$ cat src/rtl/icache_refill_bridge_if.sv
// ---------------------------------------------------------------------------
// icache_refill_bridge_if
//   Bundles the two bus faces of the icache refill bridge:
//     - downstream_txreq_* : miss requests from icache_top (addr + entry id)
//     - downstream_rxdat_* : completed refill lines back to icache_top
//     - mem_ar_*           : line-aligned read requests to memory/L2
//     - mem_r_*            : multi-beat read data from memory/L2
//   Modports:
//     slave  : the bridge itself (accepts txreq, issues ar, consumes r,
//              produces rxdat)
//     master : the environment around the bridge (icache_top + memory side)
//
//   Handshake rule for every *_vld/*_rdy pair: a transfer happens on a rising
//   clock edge where vld and rdy are both high. Once raised, vld and its
//   payload hold stable until that edge. vld never depends on rdy; rdy may
//   look at the payload presented with vld (txreq_rdy looks at entry_id).
// ---------------------------------------------------------------------------
interface icache_refill_bridge_if #(
    parameter int ADDR_WIDTH = 32,
    parameter int ENTRY_ID_W = 3,
    parameter int LINE_W     = 256,
    parameter int BEAT_W     = 64
);
    logic                  downstream_txreq_vld;
    logic                  downstream_txreq_rdy;
    logic [ADDR_WIDTH-1:0] downstream_txreq_pld;
    logic [ENTRY_ID_W-1:0] downstream_txreq_entry_id;

    logic                  downstream_rxdat_vld;
    logic                  downstream_rxdat_rdy;
    logic [LINE_W-1:0]     downstream_rxdat_pld;
    logic [ENTRY_ID_W-1:0] downstream_rxdat_entry_id;

    logic                  mem_ar_vld;
    logic                  mem_ar_rdy;
    logic [ADDR_WIDTH-1:0] mem_ar_addr;
    logic [ENTRY_ID_W-1:0] mem_ar_id;

    logic                  mem_r_vld;
    logic                  mem_r_rdy;
    logic [BEAT_W-1:0]     mem_r_data;
    logic [ENTRY_ID_W-1:0] mem_r_id;
    logic                  mem_r_last;

    modport master (
        output downstream_txreq_vld, downstream_txreq_pld, downstream_txreq_entry_id,
        output downstream_rxdat_rdy,
        output mem_ar_rdy,
        output mem_r_vld, mem_r_data, mem_r_id, mem_r_last,
        input  downstream_txreq_rdy,
        input  downstream_rxdat_vld, downstream_rxdat_pld, downstream_rxdat_entry_id,
        input  mem_ar_vld, mem_ar_addr, mem_ar_id,
        input  mem_r_rdy
    );

    modport slave (
        input  downstream_txreq_vld, downstream_txreq_pld, downstream_txreq_entry_id,
        input  downstream_rxdat_rdy,
        input  mem_ar_rdy,
        input  mem_r_vld, mem_r_data, mem_r_id, mem_r_last,
        output downstream_txreq_rdy,
        output downstream_rxdat_vld, downstream_rxdat_pld, downstream_rxdat_entry_id,
        output mem_ar_vld, mem_ar_addr, mem_ar_id,
        output mem_r_rdy
    );
endinterface

$ cat src/rtl/icache_refill_bridge.sv
// ---------------------------------------------------------------------------
// icache_refill_bridge
//   Sits below icache_top. Turns icache miss requests into line-aligned
//   memory reads, gathers the returning beats (possibly interleaved across
//   ids) into per-entry line buffers, and hands each completed line back to
//   icache_top tagged with its entry id.
//
// Ports:
//   clk             clock
//   rst_n           synchronous reset, active HIGH despite the name
//   bus             icache_refill_bridge_if.slave (txreq, rxdat, mem ar, mem r)
//   outstanding_cnt number of entries not in IDLE
//   err_o           sticky protocol error (bad last/beat count, stray beat)
//   state_dbg       per-entry FSM state, entry i in bits [2*i+1:2*i]
//                   (0 IDLE, 1 REQ, 2 FILL, 3 DONE)
// ---------------------------------------------------------------------------
module icache_refill_bridge #(
    parameter int ADDR_WIDTH = 32,
    parameter int ENTRY_NUM  = 8,
    parameter int ENTRY_ID_W = 3,
    parameter int LINE_W     = 256,
    parameter int BEAT_W     = 64
) (
    input  logic                   clk,
    input  logic                   rst_n,
    icache_refill_bridge_if.slave  bus,
    output logic [ENTRY_ID_W:0]    outstanding_cnt,
    output logic                   err_o,
    output logic [2*ENTRY_NUM-1:0] state_dbg
);
    localparam int BEATS      = LINE_W / BEAT_W;
    localparam int CNT_W      = (BEATS > 1) ? $clog2(BEATS) : 1;
    localparam int LINE_BYTES = LINE_W / 8;

    localparam logic [CNT_W-1:0]      LAST_SLOT = CNT_W'(BEATS - 1);
    localparam logic [CNT_W-1:0]      CNT_ONE   = CNT_W'(1);
    localparam logic [ENTRY_ID_W:0]   OCNT_ONE  = (ENTRY_ID_W + 1)'(1);
    localparam logic [ADDR_WIDTH-1:0] LINE_MASK = ~(ADDR_WIDTH'(LINE_BYTES - 1));

    typedef enum logic [1:0] {
        S_IDLE = 2'd0,
        S_REQ  = 2'd1,
        S_FILL = 2'd2,
        S_DONE = 2'd3
    } entry_state_e;

    entry_state_e          state_q [ENTRY_NUM];
    logic [CNT_W-1:0]      cnt_q   [ENTRY_NUM];
    logic [LINE_W-1:0]     line_q  [ENTRY_NUM];

    // Single AR holding slot
    logic                  ar_vld_q;
    logic [ADDR_WIDTH-1:0] ar_addr_q;
    logic [ENTRY_ID_W-1:0] ar_id_q;

    // Registered line return
    logic                  rx_vld_q;
    logic [LINE_W-1:0]     rx_pld_q;
    logic [ENTRY_ID_W-1:0] rx_id_q;

    logic [ENTRY_ID_W:0]   out_cnt_q;
    logic                  err_q;

    logic [ENTRY_NUM-1:0]  pend;
    logic [ENTRY_NUM-1:0]  done_vec;
    logic                  tx_fire;
    logic                  ar_fire;
    logic                  r_fire;
    logic                  rx_fire;
    logic [ENTRY_ID_W-1:0] r_id;
    entry_state_e          r_state;
    logic [CNT_W-1:0]      r_cnt;
    logic                  r_live;
    logic                  r_done;
    logic                  r_bad;
    logic                  sel_found;
    logic [ENTRY_ID_W-1:0] sel_id;
    logic [LINE_W-1:0]     sel_line;

    always_comb begin
        pend = '0;
        for (int i = 0; i < ENTRY_NUM; i++) begin
            pend[i] = (state_q[i] != S_IDLE);
        end
    end

    // pend is the pre-update view, so a line being returned this cycle still
    // blocks a new request to the same entry until the next cycle.
    assign bus.downstream_txreq_rdy = !pend[bus.downstream_txreq_entry_id] &&
                                      (!ar_vld_q || bus.mem_ar_rdy);
    assign bus.mem_r_rdy            = !rst_n;

    assign tx_fire = bus.downstream_txreq_vld && bus.downstream_txreq_rdy;
    assign ar_fire = ar_vld_q && bus.mem_ar_rdy;
    assign r_fire  = bus.mem_r_vld && bus.mem_r_rdy;
    assign rx_fire = rx_vld_q && bus.downstream_rxdat_rdy;

    assign r_id    = bus.mem_r_id;
    assign r_state = state_q[r_id];
    assign r_cnt   = cnt_q[r_id];
    // Data may overtake the AR handshake, so REQ accepts beats as well.
    assign r_live  = r_fire && ((r_state == S_REQ) || (r_state == S_FILL));
    assign r_done  = r_live && bus.mem_r_last;
    assign r_bad   = r_fire && (!r_live ||
                                (bus.mem_r_last && (r_cnt != LAST_SLOT)) ||
                                (!bus.mem_r_last && (r_cnt == LAST_SLOT)));

    // Candidates for return include a line completing on this very beat so
    // the line reaches rxdat one cycle after its last beat.
    always_comb begin
        done_vec = '0;
        for (int i = 0; i < ENTRY_NUM; i++) begin
            done_vec[i] = (state_q[i] == S_DONE) ||
                          (r_done && (r_id == ENTRY_ID_W'(i)));
        end
    end

    always_comb begin
        sel_found = 1'b0;
        sel_id    = '0;
        for (int i = ENTRY_NUM - 1; i >= 0; i--) begin
            if (done_vec[i]) begin
                sel_found = 1'b1;
                sel_id    = ENTRY_ID_W'(i);
            end
        end
    end

    always_comb begin
        sel_line = line_q[sel_id];
        if (r_done && (sel_id == r_id)) begin
            sel_line[int'(r_cnt)*BEAT_W +: BEAT_W] = bus.mem_r_data;
        end
    end

    always_ff @(posedge clk) begin
        if (rst_n) begin
            for (int i = 0; i < ENTRY_NUM; i++) begin
                state_q[i] <= S_IDLE;
                cnt_q[i]   <= '0;
            end
            ar_vld_q  <= 1'b0;
            ar_addr_q <= '0;
            ar_id_q   <= '0;
            rx_vld_q  <= 1'b0;
            rx_pld_q  <= '0;
            rx_id_q   <= '0;
            out_cnt_q <= '0;
            err_q     <= 1'b0;
        end else begin
            if (ar_fire) begin
                ar_vld_q <= 1'b0;
                // An entry that already completed on early data stays DONE.
                if (state_q[ar_id_q] == S_REQ) begin
                    state_q[ar_id_q] <= S_FILL;
                end
            end

            if (tx_fire) begin
                ar_vld_q  <= 1'b1;
                ar_addr_q <= bus.downstream_txreq_pld & LINE_MASK;
                ar_id_q   <= bus.downstream_txreq_entry_id;
                state_q[bus.downstream_txreq_entry_id] <= S_REQ;
                cnt_q[bus.downstream_txreq_entry_id]   <= '0;
            end

            // Placed after the AR update so a completing beat wins over the
            // REQ->FILL move for the same entry.
            if (r_live) begin
                if (bus.mem_r_last) begin
                    state_q[r_id] <= S_DONE;
                    cnt_q[r_id]   <= '0;
                end else if (r_cnt == LAST_SLOT) begin
                    cnt_q[r_id] <= '0;
                end else begin
                    cnt_q[r_id] <= r_cnt + CNT_ONE;
                end
            end

            if (r_bad) begin
                err_q <= 1'b1;
            end

            // After a return the output stays empty for one cycle, then the
            // next DONE entry is loaded.
            if (rx_fire) begin
                rx_vld_q         <= 1'b0;
                state_q[rx_id_q] <= S_IDLE;
            end else if (!rx_vld_q && sel_found) begin
                rx_vld_q <= 1'b1;
                rx_pld_q <= sel_line;
                rx_id_q  <= sel_id;
            end

            case ({tx_fire, rx_fire})
                2'b10:   out_cnt_q <= out_cnt_q + OCNT_ONE;
                2'b01:   out_cnt_q <= out_cnt_q - OCNT_ONE;
                default: out_cnt_q <= out_cnt_q;
            endcase
        end
    end

    // Line storage needs no reset: a new request always rewrites its beats
    // before the line can be returned.
    always_ff @(posedge clk) begin
        if (r_live) begin
            line_q[r_id][int'(r_cnt)*BEAT_W +: BEAT_W] <= bus.mem_r_data;
        end
    end

    always_comb begin
        state_dbg = '0;
        for (int i = 0; i < ENTRY_NUM; i++) begin
            state_dbg[2*i +: 2] = state_q[i];
        end
    end

    assign bus.mem_ar_vld                = ar_vld_q;
    assign bus.mem_ar_addr               = ar_addr_q;
    assign bus.mem_ar_id                 = ar_id_q;
    assign bus.downstream_rxdat_vld      = rx_vld_q;
    assign bus.downstream_rxdat_pld      = rx_pld_q;
    assign bus.downstream_rxdat_entry_id = rx_id_q;
    assign outstanding_cnt               = out_cnt_q;
    assign err_o                         = err_q;

endmodule

$ cat src/flat_wrapper.sv
// flat-port wrapper written by rule: the top's interface ports become plain ports
module icache_refill_bridge_flat 
#(
    parameter int ADDR_WIDTH = 32,
    parameter int ENTRY_NUM  = 8,
    parameter int ENTRY_ID_W = 3,
    parameter int LINE_W     = 256,
    parameter int BEAT_W     = 64
)
  (clk, rst_n, outstanding_cnt, err_o, state_dbg, bus_downstream_txreq_vld, bus_downstream_txreq_pld, bus_downstream_txreq_entry_id, bus_downstream_rxdat_rdy, bus_mem_ar_rdy, bus_mem_r_vld, bus_mem_r_data, bus_mem_r_id, bus_mem_r_last, bus_downstream_txreq_rdy, bus_downstream_rxdat_vld, bus_downstream_rxdat_pld, bus_downstream_rxdat_entry_id, bus_mem_ar_vld, bus_mem_ar_addr, bus_mem_ar_id, bus_mem_r_rdy);
  icache_refill_bridge_if #(.ADDR_WIDTH(ADDR_WIDTH), .ENTRY_ID_W(ENTRY_ID_W), .LINE_W(LINE_W), .BEAT_W(BEAT_W)) bus_i ();
  input  logic clk;
  input  logic rst_n;
  output logic [ENTRY_ID_W:0] outstanding_cnt;
  output logic err_o;
  output logic [2*ENTRY_NUM-1:0] state_dbg;
  input wire logic [$bits(bus_i.downstream_txreq_vld)-1:0] bus_downstream_txreq_vld;
  input wire logic [$bits(bus_i.downstream_txreq_pld)-1:0] bus_downstream_txreq_pld;
  input wire logic [$bits(bus_i.downstream_txreq_entry_id)-1:0] bus_downstream_txreq_entry_id;
  input wire logic [$bits(bus_i.downstream_rxdat_rdy)-1:0] bus_downstream_rxdat_rdy;
  input wire logic [$bits(bus_i.mem_ar_rdy)-1:0] bus_mem_ar_rdy;
  input wire logic [$bits(bus_i.mem_r_vld)-1:0] bus_mem_r_vld;
  input wire logic [$bits(bus_i.mem_r_data)-1:0] bus_mem_r_data;
  input wire logic [$bits(bus_i.mem_r_id)-1:0] bus_mem_r_id;
  input wire logic [$bits(bus_i.mem_r_last)-1:0] bus_mem_r_last;
  output wire logic [$bits(bus_i.downstream_txreq_rdy)-1:0] bus_downstream_txreq_rdy;
  output wire logic [$bits(bus_i.downstream_rxdat_vld)-1:0] bus_downstream_rxdat_vld;
  output wire logic [$bits(bus_i.downstream_rxdat_pld)-1:0] bus_downstream_rxdat_pld;
  output wire logic [$bits(bus_i.downstream_rxdat_entry_id)-1:0] bus_downstream_rxdat_entry_id;
  output wire logic [$bits(bus_i.mem_ar_vld)-1:0] bus_mem_ar_vld;
  output wire logic [$bits(bus_i.mem_ar_addr)-1:0] bus_mem_ar_addr;
  output wire logic [$bits(bus_i.mem_ar_id)-1:0] bus_mem_ar_id;
  output wire logic [$bits(bus_i.mem_r_rdy)-1:0] bus_mem_r_rdy;
  assign bus_i.downstream_txreq_vld = bus_downstream_txreq_vld;
  assign bus_i.downstream_txreq_pld = bus_downstream_txreq_pld;
  assign bus_i.downstream_txreq_entry_id = bus_downstream_txreq_entry_id;
  assign bus_i.downstream_rxdat_rdy = bus_downstream_rxdat_rdy;
  assign bus_i.mem_ar_rdy = bus_mem_ar_rdy;
  assign bus_i.mem_r_vld = bus_mem_r_vld;
  assign bus_i.mem_r_data = bus_mem_r_data;
  assign bus_i.mem_r_id = bus_mem_r_id;
  assign bus_i.mem_r_last = bus_mem_r_last;
  assign bus_downstream_txreq_rdy = bus_i.downstream_txreq_rdy;
  assign bus_downstream_rxdat_vld = bus_i.downstream_rxdat_vld;
  assign bus_downstream_rxdat_pld = bus_i.downstream_rxdat_pld;
  assign bus_downstream_rxdat_entry_id = bus_i.downstream_rxdat_entry_id;
  assign bus_mem_ar_vld = bus_i.mem_ar_vld;
  assign bus_mem_ar_addr = bus_i.mem_ar_addr;
  assign bus_mem_ar_id = bus_i.mem_ar_id;
  assign bus_mem_r_rdy = bus_i.mem_r_rdy;
  icache_refill_bridge #(.ADDR_WIDTH(ADDR_WIDTH), .ENTRY_NUM(ENTRY_NUM), .ENTRY_ID_W(ENTRY_ID_W), .LINE_W(LINE_W), .BEAT_W(BEAT_W)) u_core (.clk(clk), .rst_n(rst_n), .bus(bus_i), .outstanding_cnt(outstanding_cnt), .err_o(err_o), .state_dbg(state_dbg));
endmodule
$ cat config.mk
export PLATFORM = sky130hd
export DESIGN_NAME = icache_refill_bridge_flat
export DESIGN_NICKNAME = d
export VERILOG_FILES = /design/src/rtl/icache_refill_bridge_if.sv /design/src/rtl/icache_refill_bridge.sv /design/src/flat_wrapper.sv
export SDC_FILE = /design/constraint.sdc
export NUM_CORES = 2
export LEC_CHECK = 0
export CAP_MARGIN = 20
export CORE_MARGIN = 1.5
export CORE_UTILIZATION = 54
export CTS_CLUSTER_DIAMETER = 120
export DETAILED_ROUTE_END_ITERATION = 12
export DONT_BUFFER_PORTS = 1
export PLACE_DENSITY = 0.69
export SLEW_MARGIN = 20
export SYNTH_ARGS = -nofsm -noshare
export SYNTH_HDL_FRONTEND = slang
export SYNTH_SLANG_ARGS = --single-unit
export TNS_END_PERCENT = 10
$ cat constraint.sdc
create_clock -name clk -period 12.1 [get_ports clk]
set_clock_uncertainty 0.05 [all_clocks]
set_input_delay 3.025 -clock clk [delete_from_list [all_inputs] [get_ports clk]]
set_output_delay 3.025 -clock clk [all_outputs]
set_load 0.05 [all_outputs]
# --- Word level (Yosys, flattened, before mapping) ---
# Memories as Yosys holds them, arrays and structs flattened. A register that Yosys moved wholly into a read port is not among the register bits.
# Index checks and enable logic that the tools add are counted.
classes:
  eq_ne: 23
  n_bitwise: 3
  add_sub_neg: 4
  shifts: 2
  muxes: 73
  magnitude_cmp: 1
  n_reduce_logical: 57
op_table:
  columns: ["op", "count"]
  rows:
  - ["$mux 256", 2]
  - ["$bwmux 256", 1]
  - ["$shift 64x33->256 const A", 1]
  - ["$shiftx 64x33->256", 1]
  - ["$mux 3", 16]
  - ["$mux 1", 44]
  - ["$neg 8->33", 1]
  - ["$eq 2x2->1 const B", 11]
  - ["$logic_and 1x1->1", 20]
  - ["$reduce_bool 2->1", 10]
  - ["$mux 2", 8]
  - ["$reduce_or 2->1", 7]
  - ["$eq 3x3->1 const B", 4]
  - ["$logic_or 1x1->1", 12]
  - ["$pmux 4 s2", 1]
  - ["$eq 2x1->1 const B", 3]
  - ["$eq 3x2->1 const B", 2]
  - ["$logic_not 1->1", 6]
  - ["$add 4x1->4 const B", 1]
  - ["$lt 3x4->1 const B", 1]
  - ["$sub 4x1->4 const B", 1]
  - ["$bmux 1 s3", 1]
  - ["$eq 3x1->1 const B", 1]
  - ["$eq 3x3->1", 1]
  - ["6 further kinds", 7]
totals:
  word_cells: 174
  in_bits: 109
  ramBits: 2080
  output_inout_bits: 319
  reg_bits: 296
  n_memories: 3
mem_list:
  columns: ["name", "depth", "width", "rd", "rd_clocked_by_memory_dff", "wr", "line", "source"]
  rows:
  - ["u_core.line_q", 8, 256, 1, 0, 1, "icache_refill_bridge.sv:49", "logic [LINE_W-1:0] line_q [ENTRY_NUM];"]
  - ["u_core.cnt_q", 8, 2, 1, 0, 8, "icache_refill_bridge.sv:48", "logic [CNT_W-1:0] cnt_q [ENTRY_NUM];"]
  - ["u_core.state_q", 8, 2, 10, 1, 8, "icache_refill_bridge.sv:47", "entry_state_e state_q [ENTRY_NUM];"]

# --- Logic depth before layout (Yosys ltp) ---
# An unclocked memory read counts as a cell.
logic_depth:
  ltp_word: 18
  depth_mapped: 17
  depth_no_buf: 13

# --- Worst setup path before layout ---
# No wires, ideal clock.
synth_path:
  path_kind: "input-to-reg"
  from: "in bus_mem_r_id[2]"
  to: "mem u_core.line_q[1][100] (enable)"
  stages: 12
  setup_slack_ns: 2.242
  arrival_time_ns: 9.243
  setup_time_ns: 0.564
  required_ns: 11.486
  path_buffers: 5
  cell_sequence: "buf_2 > nand3b_1 > buf_2 > o22ai_1 > a221oi_2 > xnor2_1 > buf_4 > and2_1 > clkbuf_1 > inv_1 > clkbuf_1 > nor3_1"
synth_via:
  elab_chain_cells: 6
  word_cells_on_any_way: 10
  classes_between: "add/sub: 1; eq/ne: 2; shift: 1; mux: 2; reduce/logical: 2; memory: 2"
synth_rtl:
  columns: ["item", "line", "source"]
  rows:
  - ["from (decl)", "flat_wrapper.sv:24", "input wire logic [$bits(bus_i.mem_r_id)-1:0] bus_mem_r_id;"]
  - ["branches (longest 6 deep; another with $neg 8->33)", null, null]
  - ["to (decl)", "icache_refill_bridge.sv:49", null]
# Several ways; the timed one is not identified.

# --- Worst setup path in the final report ---
layout_path:
  from: "in bus_downstream_txreq_entry_id[0]"
  to: "out bus_downstream_txreq_rdy"
layout_via:
  elab_chain_cells: 4
layout_rtl:
  columns: ["item", "line", "source"]
  rows:
  - ["from (decl)", "flat_wrapper.sv:19", "input wire logic [$bits(bus_i.downstream_txreq_entry_id)-1:0] bus_downstream_txreq_entry_id;"]
  - ["$bmux 1 s3", "icache_refill_bridge.sv:89", "assign bus.downstream_txreq_rdy = !pend[bus.downstream_txreq_entry_id] &&"]
  - ["$mux 1 (implied by the code)", "icache_refill_bridge.sv:89", null]
  - ["$logic_not 1->1", "icache_refill_bridge.sv:89", null]
  - ["$logic_and 1x1->1", "icache_refill_bridge.sv:89", null]
  - ["to (decl)", "flat_wrapper.sv:26", "output wire logic [$bits(bus_i.downstream_txreq_rdy)-1:0] bus_downstream_txreq_rdy;"]
# Every way passes these cells. The select of a mux whose other input is x is not followed.

==> results.py <==
metrics = {
    "timing": {
        "post-route-period-util_pct": 62.9,
        "timing.slew.headroom_pct": 18.7,
        "setup_viol": 0,
        "tightest_slew_ns": 1.22,
        "finalMaxSlewViolations": 0,
        "hold_violations": 0,
        "fmax_mhz": 131,
        "final.setup.tns_ns": 0,
        "grt_setup_unrepaired": "false",
        "min_period_ns": 7.61,
        "setup_slack_ns": 4.49,
    },
    "placed_design": {
        "pre_cts_slack_ns": 3.99,
        "finalWeightedCongestion": 0.881,
        "place.detailed.hpwl_um": 160000,
        "port_buffers": 0,
    },
    "global_route": {
        "top_usage_layer": "met2",
        "grt_overflow": 0,
        "globalRouteMet2Util_pct": 46.2,
        "track_usage_pct": 29.8,
        "grt_pass1_wl_um": 375000,
        "antenna_found_initial": 18,
        "grt_pass1_vias": 49900,
        "met1_usage_pct": 37.1,
        "use_met3_pct": 8.49,
        "grt_max_degree": 138,
    },
    "die": {
        "rows": 154,
        "die_area_um2": 180000,
        "fp.dieH_um": 424,
        "core_um2": 176000,
        "start_util_pct": 54.3,
        "fp.dieW_um": 424,
        "pin_count": 428,
    },
    "final_layout": {
        "fin_util_pct": 60.4,
        "nFillCells": 13000,
        "drive_above_1_share_pct": 9.67,
        "seq_area_um2": 68300,
        "fin_nets": 5948,
        "syn_to_final_growth_pct": 11.2,
        "multi_input_area_um2": 25800,
    },
    "pwr": {
        "powerDensity_nw_per_um2": 167,
        "switching_share_pct": 23.2,
        "seq_power_share_pct": 51.8,
        "pwr-share-comb_pct": 5.9,
        "intPower_mw": 13.6,
        "switching_power_mw": 4.11,
        "pwr-share-clk_pct": 42.3,
        "p_leak_nw": 37.1,
        "ir_drop_mv": 0.147,
    },
    "critical_path": {
        "crit_family": "compound AO/OA/AOI/OAI gates",
        "critical_path_class": "primary input to primary output",
        "cp_max_fo": 11,
        "crit_arrival_ns": 4.53,
        "cp.buffers_inverters": 0,
        "end_kind": "primary output",
        "max_stage_delay_ns": 0.85,
        "cp-start-kind": "primary input",
        "slowest_stage": "a21oi_1",
        "crit_top_cell": "a21oi_1",
        "crit_required_ns": 9.02,
        "crit_chain": "nor3_1, a21oi_1, mux4_2, a21oi_1",
    },
    "run_status": {
        "status": "finished, final reports clean",
    },
    "clocking": {
        "cts_tree": "done",
        "cts_buffers": 231,
        "clock_latency_ns": 0.89,
        "path_clk_slew_ns": 0.06,
        "clockBufferDepth": 3,
        "cts_resized": 0,
        "cts.sinks": 2379,
        "cts_max_level": 4,
        "clock_tree.root_cell": "clkbuf_16",
        "post_cts_buffers": 0,
        "ctsHoldBuffers": 0,
    },
    "run": {
        "maxCapViolations": 0,
    },
    "routing": {
        "vias_per_cell": 6.17,
        "drt-pass1-iter-count": 8,
        "postRouteAntennaNets": 0,
        "drt-total-wl_um": 271000,
        "wl_per_cell_um": 32.2,
        "drc": 0,
        "drt-initial-drc-count": 5555,
        "dr_total_vias": 51800,
    },
    "logic_synthesis": {
        "synth.avg_cell_area_um2": 16.4,
        "syn_area_um2": 95700,
        "ys_seq_elements": 2379,
        "syn-instance-count": 5819,
        "synth_cell_types": 62,
        "yosysWarnings": 0,
        "async_flop_share_pct": 0,
        "synth_top_area_share_pct": 64.8,
        "synth-seq-area-share_pct": 71.4,
        "ys_top_cells_by_area": "edfxtp_1 (65%), mux2i_1 (19%), dfxtp_1 (6.6%)",
        "synth-edff-count": 2064,
        "ys.flop_type": "edfxtp_1",
        "synth_common_cells": "edfxtp_1 (2064), mux2i_1 (1826), dfxtp_1 (315), nor2_1 (301), a22oi_1 (257)",
        "synth_top_area_cell": "edfxtp_1",
        "post-synth-top-count-cell": "edfxtp_1",
    },
    "min_path": {
        "min_path_type": "register to register",
    },
}
-- path summary, 6_finish.rpt --
check	startpoint	end	slack [ns]	depth (start not counted)
max reg2reg	u_core.state_q[3][1]$_SDFFE_PP0P_	u_core.bus.downstream_rxdat_pld[147]$_SDFFE_PP0P_	6.09	11
max	bus_downstream_txreq_entry_id[0]	bus_downstream_txreq_rdy	4.49	4
min reg2reg	u_core.line_q[2][74]$_DFFE_PP_	u_core.bus.downstream_rxdat_pld[74]$_SDFFE_PP0P_	0.65	4
min	u_core.line_q[2][74]$_DFFE_PP_	u_core.bus.downstream_rxdat_pld[74]$_SDFFE_PP0P_	0.65	4
-- layout make-up --
class,instances,area share [%]
Tap cell,2340,2.75
Clock buffer,325,6.28
Sequential cell,2379,64.2
Antenna cell,19,0.0447
Multi-Input combinational cell,3069,24.3
Clock inverter,117,1.29
Timing Repair Buffer,127,1.07
Inverter,22,0.0776
-- cell usage in the layout, fill, tap and decap left out, types with 44 or more instances in the layout --
cell | synthesis | final
a22oi_1 | 257 | 257
and2_1 | 73 | 70
buf_4 | 28 | 113
clkbuf_1 | 119 | 46
clkbuf_16 | 0 | 238
clkinv_2 | 0 | 44
dfxtp_1 | 315 | 315
edfxtp_1 | 2064 | 2064
mux2i_1 | 1826 | 1826
nand2_1 | 53 | 51
nand2b_1 | 68 | 67
nor2_1 | 301 | 276
nor2b_1 | 66 | 49
o21ai_0 | 180 | 179
o21ai_1 | 81 | 81
-- through the flow --
step                      hold slack (ns)  area (µm²)  std cells  power, mW
final                               0.652      106000       8398       17.7
after global routing                0.713      106000       8380       18.2
after CTS                           0.652      106000       8378       17.8
after detailed placement            0.655       98200       7936       10.4
after global placement              0.636       98200       7936       10.4
after floorplan                     0.613       95700       5823       9.91
-- power by group through the flow --
stage / clock network [mW] / logic, mW / registers, mW
final: 7.50 / 1.05 / 9.18
after global routing: 7.89 / 1.09 / 9.18
after CTS: 7.55 / 1.03 / 9.18
after detailed placement: 0 / 1.03 / 9.36
after global placement: 0 / 1.01 / 9.35
after floorplan: 0 / 0.583 / 9.33
-- worst reg2reg max path, stage by stage, from the launching register on --
cell and delay (ns):
dfxtp_1 0.83, mux2_2 0.29, o32ai_1 0.09, a211o_1 0.27
xnor2_1 0.81, and2_1 0.55, a222oi_1 0.23, a21oi_2 0.61
xnor2_2 0.30, o21ai_4 0.86, buf_4 0.69, o21ai_0 0.27
-- metal layers --
layer	vias to the layer above	part of all wire, %
met2	2362	47
met1	26400	37
met4	4	6.6
met3	522	9.6
met5	-	0.0085
li1	22500	-
-- cell families after synthesis --
family	after synthesis	synth area share, %
simple gates	614	3.07
fa+ha+maj	9	0.126
mux	1835	19.3
other cells	1	0.00392
compound gates	601	4.08
flops	2379	71.4
buf+inv	375	2.03
xor+xnor	5	0.0536
-- flip-flops by register name (all words and copies together) (netlist names), named ones only --
| name | cells |
|---|---|
| u_core.line_q | 2048 |
| u_core.bus.downstream_rxdat_pld | 256 |
| u_core.bus.mem_ar_addr | 27 |
| u_core.cnt_q | 16 |
| u_core.state_q | 16 |
| u_core.outstanding_cnt | 4 |
| u_core.bus.downstream_rxdat_entry_id | 3 |
| u_core.bus.mem_ar_id | 3 |
| u_core.bus.downstream_rxdat_vld | 1 |
| u_core.bus.mem_ar_vld | 1 |
| u_core.err_o | 1 |
No activity file was read; power rests on OpenSTA's default activity.
